--- config.mk ---
export PLATFORM = sky130hd
export DESIGN_NAME = seg_capture
export DESIGN_NICKNAME = d
export VERILOG_FILES = /design/src/rtl/seg_capture.sv
export SDC_FILE = /design/constraint.sdc
export NUM_CORES = 1
export LEC_CHECK = 0
export BUFFER_PORTS_ARGS = -buffer_cell sky130_fd_sc_hd__buf_2
export CAP_MARGIN = 20
export CORE_ASPECT_RATIO = 0.8
export CORE_MARGIN = 2
export CORE_UTILIZATION = 40
export DETAILED_ROUTE_END_ITERATION = 6
export PLACE_DENSITY = 0.56
export SLEW_MARGIN = 5
export SYNTH_ARGS = -nofsm -noshare
export SYNTH_HDL_FRONTEND = slang
export SYNTH_SLANG_ARGS = --single-unit
--- constraint.sdc ---
create_clock -name clk -period 5.3 [get_ports clk]
set_input_delay 1.06 -clock clk [delete_from_list [all_inputs] [get_ports clk]]
set_output_delay 1.06 -clock clk [all_outputs]
set_load 0.02 [all_outputs]
--- src/rtl/seg_capture.sv ---
// Captures hex digits from a multiplexed active-low 7-segment scan bus.
// Each digit must hold steady for STABLE_CYCLES samples before it is decoded.
module seg_capture #(
  parameter int unsigned STABLE_CYCLES = 4
) (
  input  logic        clk,
  input  logic        rst,
  input  logic [7:0]  anode,
  input  logic [6:0]  segments,
  input  logic        clear,
  output logic [31:0] digits,
  output logic [7:0]  digit_valid,
  output logic        frame_done,
  output logic        err_pattern,
  output logic        err_anode
);

  typedef enum logic [1:0] {IDLE, SETTLE, HELD} state_t;

  localparam logic [7:0]  CNT_MAX    = 8'(STABLE_CYCLES - 1);
  localparam logic [14:0] SAMPLE_RST = {8'hFF, 7'h7F};

  state_t      state_q;
  logic [14:0] sample_q;
  logic [7:0]  cnt_q, cnt_d;
  logic        multi_q;
  logic        acc_q, accOk_q;
  logic [2:0]  accIdx_q;
  logic [3:0]  accNib_q;
  logic [31:0] digits_q;
  logic [7:0]  valid_q, valid_d;
  logic        frame_q, errPat_q, errAn_q;

  logic [7:0]  sampleAn;
  logic [6:0]  sampleSeg;
  logic        anLegal, anMulti;
  logic [4:0]  decoded;

  // Position of the single low bit in a legal anode pattern.
  function automatic logic [2:0] lowIndex(input logic [7:0] an);
    logic [2:0] idx;
    idx = 3'd0;
    for (int i = 0; i < 8; i++) begin
      if (!an[i]) idx = 3'(i);
    end
    return idx;
  endfunction

  // Returns {legal, nibble} for an active-low gfedcba pattern.
  function automatic logic [4:0] decodeSeg(input logic [6:0] seg);
    logic [4:0] r;
    case (seg)
      7'h40: r = 5'h10;  7'h79: r = 5'h11;  7'h24: r = 5'h12;  7'h30: r = 5'h13;
      7'h19: r = 5'h14;  7'h12: r = 5'h15;  7'h02: r = 5'h16;  7'h78: r = 5'h17;
      7'h00: r = 5'h18;  7'h10: r = 5'h19;  7'h08: r = 5'h1A;  7'h03: r = 5'h1B;
      7'h46: r = 5'h1C;  7'h21: r = 5'h1D;  7'h06: r = 5'h1E;  7'h0E: r = 5'h1F;
      default: r = 5'h00;
    endcase
    return r;
  endfunction

  assign sampleAn  = sample_q[14:7];
  assign sampleSeg = sample_q[6:0];
  assign anLegal   = ($countones(~sampleAn) == 1);
  assign anMulti   = ($countones(~sampleAn) > 1);
  assign decoded   = decodeSeg(sampleSeg);

  always_comb begin
    cnt_d = cnt_q;
    if ({anode, segments} != sample_q) cnt_d = 8'd0;
    else if (cnt_q != CNT_MAX)         cnt_d = cnt_q + 8'd1;
  end

  always_ff @(posedge clk) begin
    if (rst) begin
      sample_q <= SAMPLE_RST;
      cnt_q    <= 8'd0;
    end else begin
      sample_q <= {anode, segments};
      cnt_q    <= cnt_d;
    end
  end

  // cnt_q == 0 marks a sample that differs from its predecessor.
  always_ff @(posedge clk) begin
    if (rst) begin
      state_q  <= IDLE;
      acc_q    <= 1'b0;
      accOk_q  <= 1'b0;
      accIdx_q <= 3'd0;
      accNib_q <= 4'd0;
    end else begin
      acc_q <= 1'b0;
      if (!anLegal) begin
        state_q <= IDLE;
      end else if (state_q == IDLE || cnt_q == 8'd0) begin
        state_q <= SETTLE;
      end else if (state_q == SETTLE && cnt_q == CNT_MAX) begin
        state_q  <= HELD;
        acc_q    <= 1'b1;
        accOk_q  <= decoded[4];
        accNib_q <= decoded[3:0];
        accIdx_q <= lowIndex(sampleAn);
      end
    end
  end

  assign valid_d = valid_q | (8'd1 << accIdx_q);

  // Clear overrides a coincident capture, including its frame_done.
  always_ff @(posedge clk) begin
    if (rst) begin
      digits_q <= 32'd0;
      valid_q  <= 8'd0;
      frame_q  <= 1'b0;
      errPat_q <= 1'b0;
      errAn_q  <= 1'b0;
      multi_q  <= 1'b0;
    end else begin
      frame_q  <= 1'b0;
      errPat_q <= acc_q && !accOk_q;
      errAn_q  <= anMulti && !multi_q;
      multi_q  <= anMulti;
      if (clear) begin
        digits_q <= 32'd0;
        valid_q  <= 8'd0;
      end else if (acc_q && accOk_q) begin
        digits_q[{accIdx_q, 2'b00} +: 4] <= accNib_q;
        valid_q <= valid_d;
        frame_q <= (&valid_d) && !(&valid_q);
      end
    end
  end

  assign digits      = digits_q;
  assign digit_valid = valid_q;
  assign frame_done  = frame_q;
  assign err_pattern = errPat_q;
  assign err_anode   = errAn_q;

endmodule

==> results.cfg, run 1 <==
[route]
routedWlPerCell_um = 13.8
routed_via_density = 5.12
drc_errors = 0
drt_first_pass_iters = 4
num_vias = 2932
antenna_left = 0
drtIter0Drc = 181
routed_wl_mm = 7.92

[final_layout]
layout-drive-gt1-share_pct = 24.2
register_area_mm2 = 0.00156
area_growth_pct = 17.5
antenna_cells = 0
n_fill_cell = 892
layout.nets = 486
layout_commonest_cell = dfxtp_1
multi_input_area_mm2 = 0.00200
final_cell_mix = dfxtp_1, nor2_1, buf_2, mux2i_1, xor2_1

[synth]
ys_ff_latch = 78
netlist_area_mm2 = 0.00372
yosys_warnings = 0
yosys.area.top_type = dfxtp_1
ys.flop_type = dfxtp_1
async_reset_ff_share_pct = 0
synth.yosys.seq_area_share_pct = 42.0
synth_area_per_cell_um2 = 9.30
synth_top_area_share_pct = 42.0
synthCells = 400
synth-edff-count = 0
ys_types = 57
syn_nets = 433
ys_top_cells_by_area = dfxtp_1, mux2i_1, nor2_1, xor2_1, ha_1

[global_route]
grt_overflow = 0
grt_max_degree = 42
grt_pass1_vias = 2772
antenna_found_initial = 0
grt_usage_pct = 16.6
grt_first_pass_wirelength_mm = 13.5

[floorplanning]
die_w_um = 112
io-pin-count = 61
dieHeight_um = 90.3
rows = 31
start_util_pct = 41.2
die_area_mm2 = 0.0101
core_mm2 = 0.00904

[timing]
tns_ns = 0
fmax_mhz = 254
hold_viol = 0
tightest_slew_ns = 0.774
period_share_pct = 74.2
slew_headroom_pct = 48.4
rsz0062_at_grt = no
finalCriticalPeriod_ns = 3.93
setup_viol = 0
skew_ns = 0.00576
slew_viol_final = 0

[critical_path]
rrSetupSlack_ns = 1.37
path_class = reg -> reg
crit_chain = fa_1 -> inv_1 -> fa_1 -> fa_1 -> ha_1 -> inv_1 -> fa_1 -> nor4bb_1 -> a32oi_1 -> nor3_4 -> and4_1 -> nor3_2
worstPathArrival_ns = 4.13
cp_slowest_cell = fa_1
crit_top_cell = fa_1
rr_worst_depth = 12
critPathLaunchType = flip-flop
r2r-end = accNib_q[0]
cpPeakStageDelay_ns = 0.53
critical_path_buf_inv_count = 2
crit_family = adder cells
r2r_start = sample_q[7]
critPathRequiredTime_ns = 5.50
cp_max_fo = 12
end_kind = flip-flop

[clock_tree]
clock_path_buffers = 2
holdBufCountCts = 0
clkSinkCount = 78
cts_tree = done
cts-root-buf = clkbuf_16
clock_latency_ns = 0.33
htreeDepth = 3
ctsResizeCount = 0
cts_setup_buffers = 0
clkTransAtPathRegs_ns = 0.06
cts_buffers = 9

[place]
gp_congestion = 0.792
port_buffers = 60
dp_hpwl_mm = 5.88

[outcome]
outcome = finished clean

[power_and_ir_drop]
leakage_nw = 1.79
power.density_mw_per_mm2 = 300
power_w = 0.00131
peakVddDrop_v = 0.000221

[min_path]
min_to = err_anode
min_path_type = reg -> reg
hold_depth = 1
worstHoldStart = multi_q

[flow_run]
maxCapViolations = 0
-- worst reg2reg max path, stage by stage (launching register included) --
cell      delay, ns
dfxtp_1        0.33
fa_1           0.53
inv_1          0.05
fa_1           0.46
fa_1           0.50
ha_1           0.16
inv_1          0.06
fa_1           0.51
nor4bb_1       0.22
a32oi_1        0.21
nor3_4         0.45
and4_1         0.28
nor3_2         0.04
-- synth_stat cells, types with 7 or more instances --
library cell   n
clkbuf_1      10
a21oi_1       16
inv_1         18
nand3_1       10
nor2_1        67
a31oi_1        7
nand2b_1       8
o21ai_0        7
nand2_1        7
ha_1          11
mux2i_1       33
or2_2         18
xor2_1        20
dfxtp_1       78
-- flip-flops by register name (all words and copies together) (netlist names), 2 cells and up --
name	count
accIdx_q	3
accNib_q	4
cnt_q	8
digit_valid	8
digits	32
sample_q	15
state_q	2
-- kinds of logic after synthesis --
logic type               count (synthesis)  share of synthesized area, %
XOR/XNOR                                22                          5.18
adder cells (fa/ha/maj)                 15                          5.85
AND/OR/NAND/NOR                        166                          25.1
multiplexers                            34                          9.18
flip-flops                              78                          42.0
AO/OA/AOI/OAI                           49                          8.47
buffers and inverters                   36                          4.30
-- metal layers --
layer,GRT usage (%),up-vias,routed length (um),share of wire [%]
met3,4.83,19,404,5.1
met5,0,-,0,0
li1,-,1483,-,-
met4,6.07,0,163,2.1
met2,24.4,83,3370,43
met1,23.1,1347,3980,50
-- through the flow --
step	instance area [um^2]	setup WS, ns	utilization, %	hold WS, ns	instances
final	4370	1.37	48.4	0.389	573
after CTS	4370	1.35	48.4	0.394	573
after floorplan	3720	1.64	-	0.373	400
after global routing	4370	1.12	48.4	0.401	573
after detailed placement	4070	1.37	45.1	0.383	557
after global placement	4070	1.49	45.1	0.383	557
-- how the worst max path moves through the flow --
stage	start	slack (ns)	to	cells after the start
finish	sample_q[7]	1.37	accNib_q[0]	12
global route	sample_q[7]	1.12	accNib_q[0]	12
CTS	sample_q[7]	1.35	accNib_q[0]	12
detailed placement	sample_q[7]	1.37	accNib_q[0]	12
global placement	sample_q[7]	1.49	accNib_q[0]	12
floorplan	sample_q[7]	1.64	accOk_q	12
-- report_power, final --
| part | leakage, nW | internal (W) | switching (W) |
|---|---|---|---|
| combinational | 1.01 | 0.0000449 | 0.0000522 |
| clock | 0.149 | 0.000366 | 0.000238 |
| sequential | 0.633 | 0.000598 | 0.0000148 |
-- layout make-up --
class / instances / share of cell area (%)
multi-input combinational: 286 / 45.7
sequential: 78 / 35.7
timing repair buffer: 60 / 6.87
clock buffer: 9 / 5.15
tap: 115 / 3.29
clock inverter: 7 / 1.72
inverter: 18 / 1.55
Note: power is estimated with default switching activity, not from simulation.
==> run 2: changes to the inputs <==
--- a/config.mk
+++ b/config.mk
@@ -11,7 +11,7 @@
 export CORE_MARGIN = 2
 export CORE_UTILIZATION = 40
 export DETAILED_ROUTE_END_ITERATION = 6
-export PLACE_DENSITY = 0.56
+export PLACE_DENSITY = 0.58
 export SLEW_MARGIN = 5
 export SYNTH_ARGS = -nofsm -noshare
 export SYNTH_HDL_FRONTEND = slang
==> constraint.sdc (replaced) <==
create_clock -name clk -period 3.6 [get_ports clk]
set_input_delay 0.72 -clock clk [delete_from_list [all_inputs] [get_ports clk]]
set_output_delay 0.72 -clock clk [all_outputs]
set_load 0.02 [all_outputs]
==> run 2 against run 1 <==
Against the previous run:
- largest power group is now clock
- highest routed layer unchanged
- critical endpoint is now accIdx_q[0]
- the flow now finishes with violations (negative setup slack)
- design area grew 3.3%
- largest cell class unchanged
- die area is the same
- clock skew grew 0.00079 ns
==> results.cfg, run 2 (synthesis results as in run 1) <==
[timing]
finalCriticalPeriod_ns = 3.71
slew_headroom_pct = 42.9
rsz0062_at_grt = yes
tightest_slew_ns = 0.845
slew_viol_final = 0
skew_ns = 0.00655
hold_viol = 0
setup_viol = 10
hold-worst-slack_ns = 0.389
worst_slack_ns = -0.114
tns_ns = -0.672
period_share_pct = 103
fmax_mhz = 269

[critical_path]
rrSetupSlack_ns = -0.11
path_class = reg -> reg
critPathRequiredTime_ns = 3.81
crit_end = accIdx_q[0]
r2r-end = accIdx_q[0]
critPathLaunchType = flip-flop
rr_worst_depth = 13
startpoint = sample_q[7]
end_kind = flip-flop
worstPathArrival_ns = 3.93
cp_max_fo = 4
r2r_start = sample_q[7]

[route]
num_vias = 2934
met3_length_um = 415
drtIter0Drc = 123
top_layer_used = met4
met1_length_mm = 4.03
drc_errors = 0
antenna_left = 0
routed_wl_mm = 8.01
routed_via_density = 5.02
routedWlPerCell_um = 13.7
drt_first_pass_iters = 4
wl_met2_mm = 3.51

[place]
gp_congestion = 0.801
port_buffers = 60
dp_hpwl_mm = 5.73

[floorplanning]
start_util_pct = 41.2
die_area_mm2 = 0.0101
rows = 31
die_w_um = 112
core_mm2 = 0.00904
io-pin-count = 61
dieHeight_um = 90.3

[final_layout]
fin_util_pct = 50.0
layout-drive-gt1-share_pct = 27.5
antenna_cells = 0
largest_reg_flops = 32
area_growth_pct = 21.4
n_fill_cell = 877
final_cell_mix = dfxtp_1, nor2_1, buf_2, mux2i_1, xor2_1
layout_commonest_cell = dfxtp_1
layout.nets = 497

[clock_tree]
clkTransAtPathRegs_ns = 0.06
cts_buffers = 9
cts_tree = done
clock_path_buffers = 2
holdBufCountCts = 0
clkSinkCount = 78
cts-root-buf = clkbuf_16
clock_latency_ns = 0.33
htreeDepth = 3

[min_path]
min_path_type = reg -> reg

[power_and_ir_drop]
seqPwrFrac_pct = 45.2
switching_share_pct = 23.0
peakVddDrop_v = 0.000221
pwr-share-clk_pct = 45.6
pwr-share-comb_pct = 9.2
p_sw_w = 0.000459
power_w = 0.00200
power.density_mw_per_mm2 = 442
leakage_nw = 1.85
internal_power_w = 0.00154

[global_route]
grt_first_pass_wirelength_mm = 13.6
grt_usage_pct = 16.5
grt_pass1_vias = 2861
grt_max_degree = 42
grt_overflow = 0
antenna_found_initial = 0

[outcome]
outcome = finished, violations left
violations = negative setup slack

[flow_run]
maxCapViolations = 0
[run 2: area by class of cell]
cell class / count / area, um^2 / share of cell area, %
well taps: 115 / 144 / 3.19
multi-input cells: 286 / 2050 / 45.4
clock buffers: 12 / 246 / 5.46
flip-flops and latches: 78 / 1560 / 34.6
inverters: 18 / 67.6 / 1.50
repair buffers: 71 / 390 / 8.65
clock inverters: 4 / 55.1 / 1.22
[run 2: timing repair]
action,4_1_cts,5_1_grt
setup buffers,3,2
pin swaps,7,2
gates resized for setup,10,4
endpoints found under the setup margin,8,11
[run 2: per-layer routing]
metal / vias up / GRT usage (%)
met3: 9 / 5.17
met2: 69 / 25.6
met5: - / 0
met4: 0 / 4.32
met1: 1350 / 22.2
li1: 1506 / -
[run 2: power by group through the flow]
stage	clock (W)	sequential, W	combinational (W)
finish	0.000910	0.000902	0.000183
global route	0.000974	0.000905	0.000204
CTS	0.000930	0.000902	0.000169
detailed placement	0	0.000920	0.000145
global placement	0	0.000920	0.000142
floorplan	0	0.000912	0.000113
[run 2: worst min path at each step]
stage / start / endpoint / slack [ns] / cells after the start
2_1_floorplan: multi_q / err_anode / 0.37 / 1
3_3_place_gp: multi_q / err_anode / 0.38 / 1
3_5_place_dp: multi_q / err_anode / 0.38 / 1
4_1_cts: multi_q / err_anode / 0.39 / 1
5_1_grt: multi_q / err_anode / 0.42 / 1
6_report: multi_q / err_anode / 0.39 / 1
[run 2: metrics by stage]
stage                     cells  setup WS (ns)  cell area (um^2)
final                       584         -0.114              4520
after global routing        584         -0.260              4520
after CTS                   582         -0.109              4490
after detailed placement    563         -0.195              4120
after global placement      563        -0.0890              4120
after floorplan             400        0.00329              3720
[run 2: worst max-delay path, stage by stage, from the launching register on]
cell and delay [ns]:
dfxtp_2 0.33, fa_1 0.53, inv_1 0.05, fa_1 0.45, fa_1 0.50, ha_2 0.19, inv_2 0.04, fa_2 0.52
nor4bb_4 0.20, a32oi_2 0.18, nor3_4 0.24, buf_4 0.16, o211a_1 0.16, a211oi_1 0.05
==> run 3: changes to the inputs <==
--- a/config.mk
+++ b/config.mk
@@ -7,11 +7,13 @@
 export LEC_CHECK = 0
 export BUFFER_PORTS_ARGS = -buffer_cell sky130_fd_sc_hd__buf_2
 export CAP_MARGIN = 20
+export CELL_PAD_IN_SITES_DETAIL_PLACEMENT = 1
+export CELL_PAD_IN_SITES_GLOBAL_PLACEMENT = 1
 export CORE_ASPECT_RATIO = 0.8
 export CORE_MARGIN = 2
-export CORE_UTILIZATION = 40
+export CORE_UTILIZATION = 39
 export DETAILED_ROUTE_END_ITERATION = 6
-export PLACE_DENSITY = 0.58
+export PLACE_DENSITY = 0.72
 export SLEW_MARGIN = 5
 export SYNTH_ARGS = -nofsm -noshare
 export SYNTH_HDL_FRONTEND = slang
==> run 3 against run 2 <==
Against the previous run:
- core utilization up 0.089 points
- global-route usage up 1.9 points
- first-iteration DRC count down 29%
- power up 9.1%
- sequential power about the same
- the flow finishes with violations (design-rule violations, negative setup slack)
- fmax down 0.63%
- die area up 2.5%
==> results.cfg, run 3 (synthesis results as in run 1) <==
[timing]
worst_slack_ns = -0.138
finalCriticalPeriod_ns = 3.74
slew_headroom_pct = 42.1
tightest_slew_ns = 0.857
hold-worst-slack_ns = 0.388
hold_viol = 0
setup_viol = 8
slew_viol_final = 0
fmax_mhz = 268
rsz0062_at_grt = yes
skew_ns = 0.00684
period_share_pct = 104

[route]
antenna_left = 0
num_vias = 3050
drtIter0Drc = 87
routed_wl_mm = 8.92
routedWlPerCell_um = 15.3
routed_via_density = 5.21
drt_first_pass_iters = 6
drc_errors = 6

[clock_tree]
cts_buffers = 9
clkTransAtPathRegs_ns = 0.06
cts_tree = done
clock_path_buffers = 2
clkSinkCount = 78
cts-root-buf = clkbuf_16
clock_latency_ns = 0.34
htreeDepth = 3

[floorplanning]
dieHeight_um = 91.4
rows = 31
die_area_mm2 = 0.0103
io-pin-count = 61
start_util_pct = 40.7
core_mm2 = 0.00915
die_w_um = 113

[critical_path]
crit_chain = fa_1 -> inv_1 -> fa_1 -> fa_1 -> ha_2 -> inv_2 -> fa_2 -> nor4bb_4 -> a32oi_2 -> or3_4 -> buf_6 -> a211oi_2
startpoint = sample_q[7]
crit_family = adder cells
cpPeakStageDelay_ns = 0.53
cp_max_fo = 3
end_kind = flip-flop
path_class = reg -> reg
critPathRequiredTime_ns = 3.85
crit_top_cell = fa_1
worstPathArrival_ns = 3.99
critPathLaunchType = flip-flop
critical_path_buf_inv_count = 3
r2r_start = sample_q[7]
rrSetupSlack_ns = -0.14
cp_slowest_cell = fa_1

[power_and_ir_drop]
peakVddDrop_v = 0.000291
leakage_nw = 1.89
power.density_mw_per_mm2 = 475

[global_route]
grt_first_pass_wirelength_mm = 15.1
grt_pass1_vias = 3037
antenna_found_initial = 0
grt_overflow = 0
grt_usage_pct = 18.3
grt_max_degree = 42

[outcome]
outcome = finished, violations left
violations = design-rule violations, negative setup slack

[final_layout]
antenna_cells = 0
area_growth_pct = 23.1
layout_commonest_cell = dfxtp_1
final_cell_mix = dfxtp_1, nor2_1, buf_2, mux2i_1, xor2_1
multi_input_area_mm2 = 0.00204
largest_reg_flops = 32
layout.nets = 498
register_area_mm2 = 0.00156
n_fill_cell = 1058
layout-drive-gt1-share_pct = 27.7

[min_path]
worstHoldStart = multi_q
min_path_type = reg -> reg

[flow_run]
maxCapViolations = 0

[place]
dpl_worst_slack_ns = -0.281
dp_hpwl_mm = 6.61
gp_congestion = 0.830
port_buffers = 60
[run 3: per-layer routing]
layer | vias to the layer above | share of wire, % | global-route usage (%)
li1 | 1503 | - | -
met1 | 1480 | 50 | 24.8
met2 | 58 | 46 | 28.7
met3 | 9 | 3.4 | 4.47
met4 | 0 | 1.3 | 5.89
met5 | - | 0 | 0
[run 3: path summary, 6_finish.rpt]
kind / cells past startpoint / to
setup / recovery: 12 / accIdx_q[0]
hold / removal: 1 / err_anode
setup reg to reg: 12 / accIdx_q[0]
hold reg to reg: 1 / err_anode
[run 3: what timing repair did]
item	in CTS	in global routing
cloned	0	0
gates resized for setup	12	1
setup buffers	6	1
pin swaps	6	4
hold buffers	0	0
setup endpoints to repair	11	11
[run 3: power breakdown]
part,switching (W),leakage (nW),total [W],internal (W)
combinational,0.0000914,1.08,0.000178,0.0000865
sequential,0.0000226,0.633,0.000904,0.000881
clock,0.000349,0.177,0.00110,0.000747
total,0.000463,1.89,0.00218,0.00171
[run 3: final cells by class]
cell class / count / share of cell area [%]
Timing Repair Buffer: 72 / 8.77
Tap cell: 115 / 3.14
Multi-Input combinational cell: 286 / 44.6
Inverter: 18 / 1.47
Clock buffer: 10 / 5.00
Clock inverter: 6 / 2.92
Sequential cell: 78 / 34.1
[run 3: stage by stage]
| stage | area [um^2] | TNS [ns] | total power [W] | cells | util, % |
|---|---|---|---|---|---|
| 2_1_floorplan | 3720 | 0 | 0.00103 | 400 | - |
| 3_3_place_gp | 4110 | -0.396 | 0.00106 | 562 | 44.9 |
| 3_5_place_dp | 4110 | -1.91 | 0.00107 | 562 | 44.9 |
| 4_1_cts | 4570 | -0.991 | 0.00220 | 584 | 49.9 |
| 5_1_grt | 4580 | -2.20 | 0.00227 | 585 | 50.1 |
| 6_report | 4580 | -0.774 | 0.00218 | 585 | 50.1 |
